[config.mk]
export PLATFORM = sky130hd
export DESIGN_NAME = alarm_controller
export DESIGN_NICKNAME = d
export VERILOG_FILES = /design/src/rtl/alarm_controller.sv
export SDC_FILE = /design/constraint.sdc
export NUM_CORES = 1
export LEC_CHECK = 0
export CAP_MARGIN = 30
export CELL_PAD_IN_SITES_DETAIL_PLACEMENT = 0
export CELL_PAD_IN_SITES_GLOBAL_PLACEMENT = 2
export CORE_ASPECT_RATIO = 1.2
export CORE_MARGIN = 8
export CORE_UTILIZATION = 30
export DETAILED_ROUTE_END_ITERATION = 12
export PLACE_DENSITY = 0.77
export SLEW_MARGIN = 20
export SYNTH_ARGS = -nofsm -noshare
export SYNTH_HDL_FRONTEND = slang
export SYNTH_SLANG_ARGS = --single-unit
[constraint.sdc]
create_clock -name clk -period 2.6 [get_ports clk]
set_input_delay 0.26 -clock clk [delete_from_list [all_inputs] [get_ports clk]]
set_output_delay 0.26 -clock clk [all_outputs]
set_load 0.05 [all_outputs]
[src/rtl/alarm_controller.sv]
`default_nettype none
// ============================================================================
// Module   : alarm_controller
// Purpose  : Arming state machine for the anti-theft system. Accepts arm /
//            disarm pulses from the keypad logic and a raw intrusion sensor
//            level, runs exit and entry delay countdowns in whole seconds and
//            drives the siren generator enable while in ALARM.
//
// Parameters:
//   CLK_HZ          clock cycles per second (prescaler terminal count)
//   EXIT_DELAY_S    exit delay in seconds, 1..255
//   ENTRY_DELAY_S   entry delay in seconds, 1..255
//   ALARM_TIMEOUT_S alarm auto-silence time in seconds, 1..255
//                   (only active when ALARM_TIMEOUT_EN is defined)
//
// Ports:
//   clk        in   system clock, single domain
//   rst_n      in   synchronous active-low reset
//   arm        in   single-cycle arm request pulse
//   disarm     in   single-cycle valid-code pulse, highest priority
//   sensor     in   asynchronous intrusion level (1 = intrusion)
//   siren_en   out  high only in ALARM
//   armed      out  high in ARMED, ENTRY_DELAY and ALARM
//   state      out  state code: 0 DISARMED, 1 EXIT_DELAY, 2 ARMED,
//                   3 ENTRY_DELAY, 4 ALARM
//   countdown  out  seconds remaining in EXIT/ENTRY delay, else 0
//
// Build option:
//   ALARM_TIMEOUT_EN  when defined, ALARM times out after ALARM_TIMEOUT_S
//                     seconds and returns to ARMED. When undefined, ALARM
//                     holds until disarm or reset.
//
// Revision : 1.0 - initial release
// ============================================================================
module alarm_controller #(
    parameter int CLK_HZ          = 50_000_000,
    parameter int EXIT_DELAY_S    = 10,
    parameter int ENTRY_DELAY_S   = 10,
    parameter int ALARM_TIMEOUT_S = 60
) (
    input  logic       clk,
    input  logic       rst_n,
    input  logic       arm,
    input  logic       disarm,
    input  logic       sensor,
    output logic       siren_en,
    output logic       armed,
    output logic [2:0] state,
    output logic [7:0] countdown
);

    // Prescaler width; kept at least one bit so CLK_HZ=1 still elaborates.
    localparam int PRE_W = (CLK_HZ > 1) ? $clog2(CLK_HZ) : 1;

    localparam logic [PRE_W-1:0] c_PRE_MAX   = PRE_W'(CLK_HZ - 1);
    localparam logic [7:0]       c_EXIT_DLY  = 8'(EXIT_DELAY_S);
    localparam logic [7:0]       c_ENTRY_DLY = 8'(ENTRY_DELAY_S);
    localparam logic [7:0]       c_ALARM_DLY = 8'(ALARM_TIMEOUT_S);

    // Elaboration-time parameter range checks.
    if (CLK_HZ < 1) begin : g_chk_clk_hz
        $error("alarm_controller: CLK_HZ must be >= 1");
    end
    if (EXIT_DELAY_S < 1 || EXIT_DELAY_S > 255) begin : g_chk_exit
        $error("alarm_controller: EXIT_DELAY_S out of range 1..255");
    end
    if (ENTRY_DELAY_S < 1 || ENTRY_DELAY_S > 255) begin : g_chk_entry
        $error("alarm_controller: ENTRY_DELAY_S out of range 1..255");
    end
    if (ALARM_TIMEOUT_S < 1 || ALARM_TIMEOUT_S > 255) begin : g_chk_alarm
        $error("alarm_controller: ALARM_TIMEOUT_S out of range 1..255");
    end

    typedef enum logic [2:0] {
        S_DISARMED    = 3'd0,
        S_EXIT_DELAY  = 3'd1,
        S_ARMED       = 3'd2,
        S_ENTRY_DELAY = 3'd3,
        S_ALARM       = 3'd4
    } state_t;

    state_t           r_state;
    logic [PRE_W-1:0] r_pre;
    logic [7:0]       r_sec_cnt;
    logic             r_sens_meta;
    logic             r_sens_s;

    state_t           w_next;
    logic             w_timed;
    logic             w_tick;
    logic             w_expire;
    logic [7:0]       w_load;

    // ------------------------------------------------------------------
    // Timing engine decode
    // ------------------------------------------------------------------
    always_comb begin
        w_timed = 1'b0;
        case (r_state)
            S_EXIT_DELAY,
            S_ENTRY_DELAY: w_timed = 1'b1;
`ifdef ALARM_TIMEOUT_EN
            S_ALARM:       w_timed = 1'b1;
`endif
            default:       w_timed = 1'b0;
        endcase
    end

    assign w_tick   = w_timed && (r_pre == c_PRE_MAX);
    // The last second of a delay ends on the tick that sees sec_cnt==1.
    assign w_expire = w_tick && (r_sec_cnt == 8'd1);

    // ------------------------------------------------------------------
    // Next-state logic; disarm overrides everything.
    // ------------------------------------------------------------------
    always_comb begin
        w_next = r_state;
        if (disarm) begin
            w_next = S_DISARMED;
        end else begin
            case (r_state)
                S_DISARMED: begin
                    // Refuse to arm while the zone is open.
                    if (arm && !r_sens_s) begin
                        w_next = S_EXIT_DELAY;
                    end
                end
                S_EXIT_DELAY: begin
                    if (w_expire) begin
                        w_next = S_ARMED;
                    end
                end
                S_ARMED: begin
                    if (r_sens_s) begin
                        w_next = S_ENTRY_DELAY;
                    end
                end
                S_ENTRY_DELAY: begin
                    if (w_expire) begin
                        w_next = S_ALARM;
                    end
                end
                S_ALARM: begin
`ifdef ALARM_TIMEOUT_EN
                    // Silence and re-arm; a still-open zone re-enters
                    // ENTRY_DELAY from ARMED on the following edge.
                    if (w_expire) begin
                        w_next = S_ARMED;
                    end
`else
                    w_next = S_ALARM;
`endif
                end
                default: w_next = S_DISARMED;
            endcase
        end
    end

    // Delay loaded into sec_cnt when entering a state.
    always_comb begin
        w_load = 8'd0;
        case (w_next)
            S_EXIT_DELAY:  w_load = c_EXIT_DLY;
            S_ENTRY_DELAY: w_load = c_ENTRY_DLY;
`ifdef ALARM_TIMEOUT_EN
            S_ALARM:       w_load = c_ALARM_DLY;
`endif
            default:       w_load = 8'd0;
        endcase
    end

`ifndef ALARM_TIMEOUT_EN
    // Alarm timeout constant is only consumed by the timeout build.
    logic w_unused_alarm_dly;
    assign w_unused_alarm_dly = ^c_ALARM_DLY;
`endif

    // ------------------------------------------------------------------
    // State, timing and synchronizer registers
    // ------------------------------------------------------------------
    always_ff @(posedge clk) begin
        if (!rst_n) begin
            r_state     <= S_DISARMED;
            r_pre       <= '0;
            r_sec_cnt   <= 8'd0;
            r_sens_meta <= 1'b0;
            r_sens_s    <= 1'b0;
        end else begin
            r_sens_meta <= sensor;
            r_sens_s    <= r_sens_meta;
            r_state     <= w_next;

            if (w_next != r_state) begin
                // Every state change restarts the second timer.
                r_pre     <= '0;
                r_sec_cnt <= w_load;
            end else if (w_timed) begin
                if (w_tick) begin
                    r_pre <= '0;
                    if (r_sec_cnt != 8'd0) begin
                        r_sec_cnt <= r_sec_cnt - 8'd1;
                    end
                end else begin
                    r_pre <= r_pre + 1'b1;
                end
            end
        end
    end

    // ------------------------------------------------------------------
    // Output decode from registered state only
    // ------------------------------------------------------------------
    assign state     = r_state;
    assign siren_en  = (r_state == S_ALARM);
    assign armed     = (r_state == S_ARMED) || (r_state == S_ENTRY_DELAY) ||
                       (r_state == S_ALARM);
    assign countdown = ((r_state == S_EXIT_DELAY) || (r_state == S_ENTRY_DELAY))
                       ? r_sec_cnt : 8'd0;

endmodule
`default_nettype wire

* Word-level counts from Yosys, hierarchy flattened
Cells that the tools add are included.
** Operators by class
- Add/subtract/negate cells :: 2
- Equality and inequality tests :: 9
- Mux-type cells :: 14
- Bitwise operators :: 1
- Reductions and logical operators :: 16
** Operators with widths (number)
- 2-to-1 mux 8 bit :: 5
- adder 26 x 1 -> 26 bit, second input constant :: 1
- equality test 26 bit, second input constant :: 1
- 2-to-1 mux 26 bit :: 1
- 2-to-1 mux 3 bit :: 5
- case mux 3 bit (5 select lines) :: 1
- equality test 3 x 2 -> 1 bit, second input constant :: 3
- equality test 8 x 1 -> 1 bit, second input constant :: 1
- nonzero test 8 bit :: 1
- subtractor 8 x 1 -> 8 bit, second input constant :: 1
- equality test 3 x 1 -> 1 bit, second input constant :: 2
- nonzero test 2 bit :: 3
- OR reduction 2 bit :: 3
- 2-to-1 mux 4 bit :: 1
- equality test 3 bit, second input constant :: 1
- logical AND 1 bit :: 3
- logical NOT 3 bit :: 1
- logical OR 1 bit :: 3
- != test 3 bit :: 1
- AND reduction 3 bit :: 1
- logical NOT 1 bit :: 1
- 2-to-1 mux 1 bit :: 1
- inverter 1 bit :: 1
** Word-level totals
- Register bits :: 39
- Bits of input ports :: 5
- Output and inout bits :: 13

* Longest topological paths before layout
Gate-level depths: netlist of run 1.
- Depth after elaboration :: 12
- Mapped depth :: 9
- Gate-level depth less buffers :: 6

* Worst setup path before layout of run 1
No wires, ideal clock.
- Path kind :: reg-to-reg
- Start :: reg r_state[0], in the netlist state[0]
- End :: reg r_sec_cnt[5]
- Data arrival time :: 2.239 ns
- Required time :: 2.527 ns
- Slack :: 0.288 ns
- Stages on the path, launching flop included :: 8
- Path buffers :: 2
- Period minus slack after synthesis :: 2.312 ns
- Cell sequence :: dfxtp_1 -> and4b_1 -> buf_4 -> nand4_4 -> or2_1 -> buf_6 -> or4_1 -> a21oi_1
** Between the ends
- Cells in the longest elaborated chain, start to end :: 11
- Elaborated cells between the ends (all ways) :: 21
- Those cells by class :: eq/ne (5); mux (8); reduce/logical (8)
** Ends and longest elaborated chain
- start, declared :: RTL line 82 : state_t r_state;
- start signal, assigned :: RTL line 191 : r_state <= w_next;
- equality test 3 x 2 -> 1 bit or equality test 3 x 1 -> 1 bit (tied branches) :: RTL line 99, 121
- OR reduction 2 bit :: RTL line 99 : case (r_state)
- 2-to-1 mux 1 bit :: RTL line 99
- logical AND 1 bit :: RTL line 109 : assign w_tick = w_timed && (r_pre == c_PRE_MAX);
- logical AND 1 bit :: RTL line 111 : assign w_expire = w_tick && (r_sec_cnt == 8'd1);
- 2-to-1 mux 3 bit (on tied branches) :: RTL line 139, 129
- case mux 3 bit (5 select lines) :: RTL line 121 : case (r_state)
- 2-to-1 mux 3 bit :: RTL line 118 : if (disarm) begin
- != test 3 bit :: RTL line 193 : if (w_next != r_state) begin
- nonzero test 2 bit (no source line)
- AND reduction 3 bit (no source line)
- end signal, assigned :: RTL line 196 : r_sec_cnt <= w_load;
- end signal, assigned :: RTL line 201 : r_sec_cnt <= r_sec_cnt - 8'd1;
- end, declared :: RTL line 84 : logic [7:0] r_sec_cnt;
Parallel ways exist; a longest one is shown, timed or not.
A chain may end at the register's enable or synchronous reset.

* Worst setup path after layout of run 1
- Start :: reg r_state[2], in the netlist state[2]
- End :: out countdown[1]
** Between the ends
- Cells in the longest elaborated chain, start to end :: 3
- Elaborated cells between the ends (all ways) :: 4
- Those cells by class :: eq/ne (2); mux (1); reduce/logical (1)
** Ends and longest elaborated chain
- equality test 3 x 1 -> 1 bit or equality test 3 x 2 -> 1 bit (tied branches) :: RTL line 217 : assign countdown = ((r_state == S_EXIT_DELAY) || (r_state == S_ENTRY_DELAY))
- logical OR 1 bit (*) :: RTL line 217
- 2-to-1 mux 8 bit (*) :: RTL line 218 : ? r_sec_cnt : 8'd0;
- end, declared :: RTL line 49 : output logic [7:0] countdown
Every way passes the cells marked *; elsewhere a longest branch is shown, timed or not.

==> results of run 1 <==
[worst paths after layout]
kind | from | endpoint | depth (start not counted) | slack, ns
hold / removal | r_sens_meta | r_sens_s | 1 | 0.45
setup / recovery | state[2] | countdown[1] | 4 | 0.37
hold reg to reg | r_sens_meta | r_sens_s | 1 | 0.45
setup reg to reg | r_pre[0] | r_sec_cnt[7] | 6 | 0.37
[worst max-delay path: stages (launching register included)]
cell and delay, ns:
sky130_fd_sc_hd__dfxtp_1 0.31, sky130_fd_sc_hd__buf_4 0.17, sky130_fd_sc_hd__nand2b_1 0.25, sky130_fd_sc_hd__nor2_1 0.14, sky130_fd_sc_hd__clkdlybuf4s50_1 0.82
[report_power, final]
part / switching [mW] / internal (mW) / total [mW]
clock network: 0.213 / 0.311 / 0.524
logic: 0.0532 / 0.0345 / 0.0877
registers: 0.00726 / 0.603 / 0.610
[metal layers]
metal	vias up	wire length [µm]	track usage (%)
met4	0	38	2.980
met3	4	124	2.863
met5	-	0	0
met2	21	2340	18.55
li1	875	-	-
met1	808	2163	10.65
[Yosys cell counts, drive strengths merged]
cell type / n / area share (%)
nor2: 40 / 7.6
dfxtp: 39 / 39
xnor2: 20 / 8.8
nand2: 14 / 2.6
nor3: 14 / 3.5
nand3: 13 / 3.3
nand4: 9 / 3.6
a21oi: 8 / 2.0
and2: 8 / 2.5
inv: 8 / 1.5
nor4: 7 / 2.2
xor2: 7 / 3.1
o21ai: 6 / 1.5
and4: 4 / 1.8
buf: 4 / 1.5
clkbuf: 4 / 0.76
ha: 4 / 2.5
nor2b: 4 / 1.3
and3: 3 / 0.95
nand2b: 3 / 0.95
o221a: 3 / 1.7
a22oi: 2 / 0.76
nand3b: 2 / 0.76
nor4b: 2 / 0.88
o31ai: 2 / 0.76
or4: 2 / 0.76
a211oi: 1 / 0.38
a21o: 1 / 0.38
a31oi: 1 / 0.32
and2b: 1 / 0.38
and4b: 1 / 0.50
o21a: 1 / 0.38
o221ai: 1 / 0.44
or2: 1 / 0.32
[flip-flops by register name (all words and copies together) (netlist names)]
signal	cells
r_pre	26
r_sens_s	1
state	3
r_sec_cnt	8
r_sens_meta	1
[metrics by stage]
stage          utilization, %  instance area [µm²]  std cells  hold WS [ns]
3_5_place_dp            35.12                 2250        340        0.4394
4_1_cts                 36.95                 2367        348        0.4619
3_3_place_gp            35.12                 2250        340        0.4382
6_report                36.95                 2367        348        0.4513
2_1_floorplan               -                 1984        240        0.3817
5_1_grt                 36.95                 2367        348        0.4849
[logic make-up after synthesis]
family                   count (synthesis)  synth area share, %
AND/OR/NAND/NOR                        128                33.86
adder cells (fa/ha/maj)                  4                2.522
flip-flops                              39                39.34
XOR/XNOR                                27                11.92
buffers and inverters                   16                3.720
AO/OA/AOI/OAI                           26                8.638
[final cells by class]
| type | count | area share (%) |
|---|---|---|
| multi-input cells | 185 | 47.73 |
| flip-flops and latches | 39 | 32.98 |
| repair buffers | 23 | 8.562 |
| well taps | 85 | 4.493 |
| clock buffers | 6 | 3.488 |
| clock inverters | 2 | 1.480 |
| inverters | 8 | 1.268 |
==> metrics.txt, run 1 <==
# TYPE chip_impl_metric gauge
chip_impl_metric{name="drt_pre_antenna_iters",unit=""} 4
chip_impl_metric{name="gp_congestion",unit=""} 0.7478
chip_impl_metric{name="postSynthRegisterBits",unit=""} 39
chip_impl_metric{name="ioPinCount",unit=""} 18
chip_impl_metric{name="layout_setup_ws",unit="ns"} 0.3681
chip_impl_metric{name="clock_skews",unit="ns"} 0.009363
chip_impl_metric{name="totalNegativeSetupSlack",unit="ns"} 0
chip_impl_metric{name="cts_resized",unit=""} 0
chip_impl_metric{name="fin_crit",unit="ns"} 2.232
chip_impl_metric{name="synth.avg_cell_area",unit="µm²"} 8.268
chip_impl_info{name="min_path_type",value="register to register"} 1
chip_impl_metric{name="fp.dieArea",unit="mm²"} 0.009484
chip_impl_metric{name="required_time_worst_endpoint",unit="ns"} 2.34
chip_impl_metric{name="number_of_buffers_inserted_by_port_buffering",unit=""} 17
chip_impl_info{name="startpoint_type",value="register"} 1
chip_impl_metric{name="ys.warnings.count",unit=""} 0
chip_impl_info{name="most_frequent_standard_cell_in_the_layout_excluding_fill_and_tap_cells",value="sky130_fd_sc_hd__nor2_1"} 1
chip_impl_metric{name="coreArea",unit="mm²"} 0.006406
chip_impl_metric{name="drc",unit=""} 0
chip_impl_metric{name="grt_start_max_net_pins",unit=""} 25
chip_impl_metric{name="diodes",unit=""} 0
chip_impl_metric{name="grt_antenna_before_repair",unit=""} 0
chip_impl_metric{name="place.detailed.hpwl",unit="µm"} 3360
chip_impl_metric{name="post-place-ws",unit="ns"} 0.4000
chip_impl_metric{name="irDropWorstVdd",unit="mV"} 0.2073
chip_impl_metric{name="mappedNetlistNets",unit=""} 249
chip_impl_metric{name="p_leak",unit="nW"} 0.7920
chip_impl_metric{name="dieHeight",unit="µm"} 105.1
chip_impl_metric{name="track_usage",unit="%"} 9.999
chip_impl_metric{name="synth.lib_cells_used.distinct",unit=""} 37
chip_impl_metric{name="globalRouteOverflowTotal",unit=""} 0
chip_impl_metric{name="clock_latency",unit="ns"} 0.29
chip_impl_metric{name="drtIter0Drc",unit=""} 86
chip_impl_metric{name="synthesis.area",unit="mm²"} 0.001984
chip_impl_info{name="clock_tree_from_tritoncts",value="built"} 1
chip_impl_metric{name="drive_above_1_share",unit="%"} 8.745
chip_impl_info{name="setup.worst_path.class",value="register to output port"} 1
chip_impl_metric{name="final.period_utilization",unit="%"} 85.84
chip_impl_metric{name="cts-hold-fix-buffers",unit=""} 0
chip_impl_metric{name="htree_levels",unit=""} 2
chip_impl_metric{name="number_of_buffers_inserted_to_repair_setup_after_cts",unit=""} 0
chip_impl_metric{name="area_of_combinational_cells_with_multiple_inputs",unit="mm²"} 0.001130
chip_impl_metric{name="timing.final.max_slew_violations",unit=""} 0
chip_impl_metric{name="worst_ep_arrival_time",unit="ns"} 1.97
chip_impl_metric{name="initial_utilization",unit="%"} 30.98
chip_impl_metric{name="clk_pin_slew_worst_paths",unit="ns"} 0.08
chip_impl_metric{name="fin_total_pwr",unit="mW"} 1.221
chip_impl_metric{name="clk_path_buf_depth",unit=""} 2
chip_impl_metric{name="setup-violations-final",unit=""} 0
chip_impl_metric{name="seqCellArea",unit="µm²"} 780.7
chip_impl_metric{name="synthesized_netlist_cell_count",unit=""} 240
chip_impl_metric{name="timing_hold_violations_final",unit=""} 0
chip_impl_info{name="worstSetupEndpointType",value="output port"} 1
chip_impl_metric{name="route.final.wire_length",unit="µm"} 4666
chip_impl_info{name="rsz_0062_raised_after_global_routing",value="no"} 1
chip_impl_metric{name="timing.slew.headroom",unit="%"} 65.91
chip_impl_metric{name="first_global_vias",unit=""} 1720
chip_impl_metric{name="p_per_area",unit="mW/mm²"} 515.8
chip_impl_metric{name="clock_sinks",unit=""} 39
chip_impl_info{name="most-common-layout-cells",value="sky130_fd_sc_hd__nor2_1, sky130_fd_sc_hd__dfxtp_1, sky130_fd_sc_hd__xnor2_1"} 1
chip_impl_metric{name="num_vias",unit=""} 1708
chip_impl_metric{name="detail_routed_net_length_per_standard_cell",unit="µm"} 13.41
chip_impl_metric{name="critical_path.max_fanout",unit=""} 12
chip_impl_metric{name="grt_pass1_wl",unit="µm"} 7941
chip_impl_metric{name="ant_nets",unit=""} 0
chip_impl_metric{name="nNetsFinal",unit=""} 271
chip_impl_metric{name="num_rows",unit=""} 32
chip_impl_metric{name="fmax",unit="MHz"} 448.0
chip_impl_metric{name="flow.area_growth_from_synthesis",unit="%"} 19.29
chip_impl_metric{name="measured_slew_at_the_worst_slew_check_pin",unit="ns"} 0.5097
chip_impl_metric{name="max_cap_violations",unit=""} 0
chip_impl_info{name="cts-root-buf",value="sky130_fd_sc_hd__clkbuf_8"} 1
chip_impl_metric{name="fill_cells",unit=""} 726
chip_impl_metric{name="cts_made_buffers",unit=""} 5
chip_impl_info{name="run_status",value="finished clean"} 1
chip_impl_metric{name="synth_seq_area_share",unit="%"} 39.34
chip_impl_metric{name="via_per_inst",unit=""} 4.908
chip_impl_metric{name="floorplan.die.width",unit="µm"} 90.25
No activity file was read; power rests on OpenSTA's default activity.
==> inputs of run 2 (changes only) <==
--- a/config.mk
+++ b/config.mk
@@ -10,9 +10,9 @@
 export CELL_PAD_IN_SITES_GLOBAL_PLACEMENT = 2
 export CORE_ASPECT_RATIO = 1.2
 export CORE_MARGIN = 8
-export CORE_UTILIZATION = 30
+export CORE_UTILIZATION = 34
 export DETAILED_ROUTE_END_ITERATION = 12
-export PLACE_DENSITY = 0.77
+export PLACE_DENSITY = 0.85
 export SLEW_MARGIN = 20
 export SYNTH_ARGS = -nofsm -noshare
 export SYNTH_HDL_FRONTEND = slang
==> run 2 against run 1 <==
Net effect:
- via count decreased by 1.6%
- combinational power decreased by 2%
- total power decreased by 5.8%
- clock-buffer cell count increased by 2
- critical path depth unchanged
- critical path type unchanged
- register-to-register slack improved by 0.11 ns
- die area decreased by 9.9%
- largest power group unchanged
- clock power decreased by 13%
- core utilization increased by 4.5 points
==> metrics.txt, run 2 (synthesis results as in run 1) <==
# TYPE chip_impl_metric gauge
chip_impl_metric{name="diodes",unit=""} 0
chip_impl_metric{name="max_cap_violations",unit=""} 0
chip_impl_metric{name="cts-hold-fix-buffers",unit=""} 0
chip_impl_metric{name="setup-violations-final",unit=""} 0
chip_impl_metric{name="num_vias",unit=""} 1680
chip_impl_metric{name="clock_skews",unit="ns"} 0.006876
chip_impl_metric{name="p_leak",unit="nW"} 0.7878
chip_impl_metric{name="cts_resized",unit=""} 0
chip_impl_info{name="startpoint_type",value="register"} 1
chip_impl_info{name="most_frequent_standard_cell_in_the_layout_excluding_fill_and_tap_cells",value="sky130_fd_sc_hd__nor2_1"} 1
chip_impl_metric{name="dieHeight",unit="µm"} 99.69
chip_impl_metric{name="nNetsFinal",unit=""} 272
chip_impl_metric{name="critical_path.max_fanout",unit=""} 9
chip_impl_metric{name="finish.utilization",unit="%"} 41.48
chip_impl_metric{name="grt_antenna_before_repair",unit=""} 0
chip_impl_metric{name="num_rows",unit=""} 30
chip_impl_metric{name="first_global_vias",unit=""} 1704
chip_impl_metric{name="p_per_area",unit="mW/mm²"} 489.4
chip_impl_info{name="clock_tree_from_tritoncts",value="built"} 1
chip_impl_info{name="cts-root-buf",value="sky130_fd_sc_hd__clkbuf_8"} 1
chip_impl_metric{name="drc",unit=""} 0
chip_impl_metric{name="clock_latency",unit="ns"} 0.29
chip_impl_metric{name="grt_pass1_wl",unit="µm"} 7679
chip_impl_metric{name="final.period_utilization",unit="%"} 87.38
chip_impl_metric{name="place.detailed.hpwl",unit="µm"} 3152
chip_impl_metric{name="irDropWorstVdd",unit="mV"} 0.2586
chip_impl_metric{name="timing_hold_violations_final",unit=""} 0
chip_impl_metric{name="timing.slew.headroom",unit="%"} 66.61
chip_impl_metric{name="fill_cells",unit=""} 622
chip_impl_metric{name="worst_ep_arrival_time",unit="ns"} 2.01
chip_impl_metric{name="coreArea",unit="mm²"} 0.005668
chip_impl_metric{name="grt_start_max_net_pins",unit=""} 25
chip_impl_metric{name="ant_nets",unit=""} 0
chip_impl_metric{name="detail_routed_net_length_per_standard_cell",unit="µm"} 12.75
chip_impl_metric{name="fp.dieArea",unit="mm²"} 0.008547
chip_impl_info{name="setup.worst_path.class",value="register to output port"} 1
chip_impl_metric{name="drt_pre_antenna_iters",unit=""} 4
chip_impl_metric{name="required_time_worst_endpoint",unit="ns"} 2.34
chip_impl_metric{name="number_of_buffers_inserted_to_repair_setup_after_cts",unit=""} 0
chip_impl_metric{name="track_usage",unit="%"} 11.04
chip_impl_metric{name="ioPinCount",unit=""} 18
chip_impl_metric{name="clk_pin_slew_worst_paths",unit="ns"} 0.07
chip_impl_metric{name="timing.hold.ws",unit="ns"} 0.4412
chip_impl_metric{name="flow.area_growth_from_synthesis",unit="%"} 18.47
chip_impl_metric{name="measured_slew_at_the_worst_slew_check_pin",unit="ns"} 0.4993
chip_impl_metric{name="htree_levels",unit=""} 2
chip_impl_metric{name="route.final.wire_length",unit="µm"} 4385
chip_impl_info{name="run_status",value="finished clean"} 1
chip_impl_metric{name="via_per_inst",unit=""} 4.884
chip_impl_metric{name="initial_utilization",unit="%"} 35.01
chip_impl_metric{name="globalRouteOverflowTotal",unit=""} 0
chip_impl_metric{name="cts_made_buffers",unit=""} 5
chip_impl_metric{name="drive_above_1_share",unit="%"} 8.712
chip_impl_info{name="min_path_type",value="register to register"} 1
chip_impl_metric{name="drtIter0Drc",unit=""} 73
chip_impl_metric{name="clk_path_buf_depth",unit=""} 2
chip_impl_info{name="registers.top_by_ff_count",value="r_pre"} 1
chip_impl_info{name="worstSetupEndpointType",value="output port"} 1
chip_impl_metric{name="gp_congestion",unit=""} 0.7982
chip_impl_metric{name="largest_reg_flops",unit=""} 26
chip_impl_metric{name="fmax",unit="MHz"} 440.2
chip_impl_info{name="most-common-layout-cells",value="sky130_fd_sc_hd__nor2_1, sky130_fd_sc_hd__dfxtp_1, sky130_fd_sc_hd__xnor2_1"} 1
chip_impl_info{name="rsz_0062_raised_after_global_routing",value="no"} 1
chip_impl_metric{name="fin_crit",unit="ns"} 2.272
chip_impl_metric{name="timing.final.max_slew_violations",unit=""} 0
chip_impl_metric{name="clock_sinks",unit=""} 39
chip_impl_metric{name="floorplan.die.width",unit="µm"} 85.74
chip_impl_metric{name="number_of_buffers_inserted_by_port_buffering",unit=""} 17
chip_impl_metric{name="totalNegativeSetupSlack",unit="ns"} 0
[run 2: path summary, 6_finish.rpt]
| check | depth (start not counted) | slack (ns) | startpoint | endpoint |
|---|---|---|---|---|
| max | 4 | 0.33 | state[2] | countdown[4] |
| min | 1 | 0.44 | r_sens_meta | r_sens_s |
| max reg2reg | 5 | 0.48 | r_pre[7] | r_sec_cnt[5] |
| min reg2reg | 1 | 0.44 | r_sens_meta | r_sens_s |
[run 2: cell type report]
type                    instances  area [µm²]  area share (%)
clock buffers                   8       100.1           4.258
repair buffers                 24       210.2           8.941
flip-flops and latches         39       780.7           33.21
inverters                       8       30.03           1.277
well taps                      80       100.1           4.258
multi-input cells             185        1130           48.06
[run 2: metal layers]
| layer | up-vias | track usage (%) | wire length (µm) |
|---|---|---|---|
| met4 | 0 | 4.054 | 57 |
| met3 | 5 | 2.888 | 108 |
| met5 | - | 0 | 0 |
| met1 | 779 | 12.51 | 2089 |
| met2 | 18 | 19.26 | 2129 |
| li1 | 878 | - | - |
[run 2: critical path, cell delays in order (launching register included)]
cell	delay, ns
sky130_fd_sc_hd__dfxtp_1	0.35
sky130_fd_sc_hd__buf_4	0.18
sky130_fd_sc_hd__nand2b_1	0.24
sky130_fd_sc_hd__nor2_1	0.14
sky130_fd_sc_hd__clkdlybuf4s50_1	0.81
[run 2: power breakdown]
| group | switching, mW | leakage, nW | total [mW] | internal [mW] |
|---|---|---|---|---|
| clock | 0.212 | 0.0515 | 0.455 | 0.242 |
| sequential | 0.00724 | 0.315 | 0.610 | 0.603 |
| combinational | 0.0517 | 0.421 | 0.0861 | 0.0345 |
| total | 0.271 | 0.788 | 1.15 | 0.879 |
[run 2: through the flow]
stage                     setup WS [ns]  power [mW]  std cells  cell area [µm²]
after floorplan                  0.2876      0.6793        240             1984
after global placement           0.5250      0.7121        336             2251
after detailed placement         0.4990      0.7115        336             2251
after CTS                        0.2921       1.169        344             2351
after global routing             0.1849       1.204        344             2351
final                            0.3282       1.151        344             2351
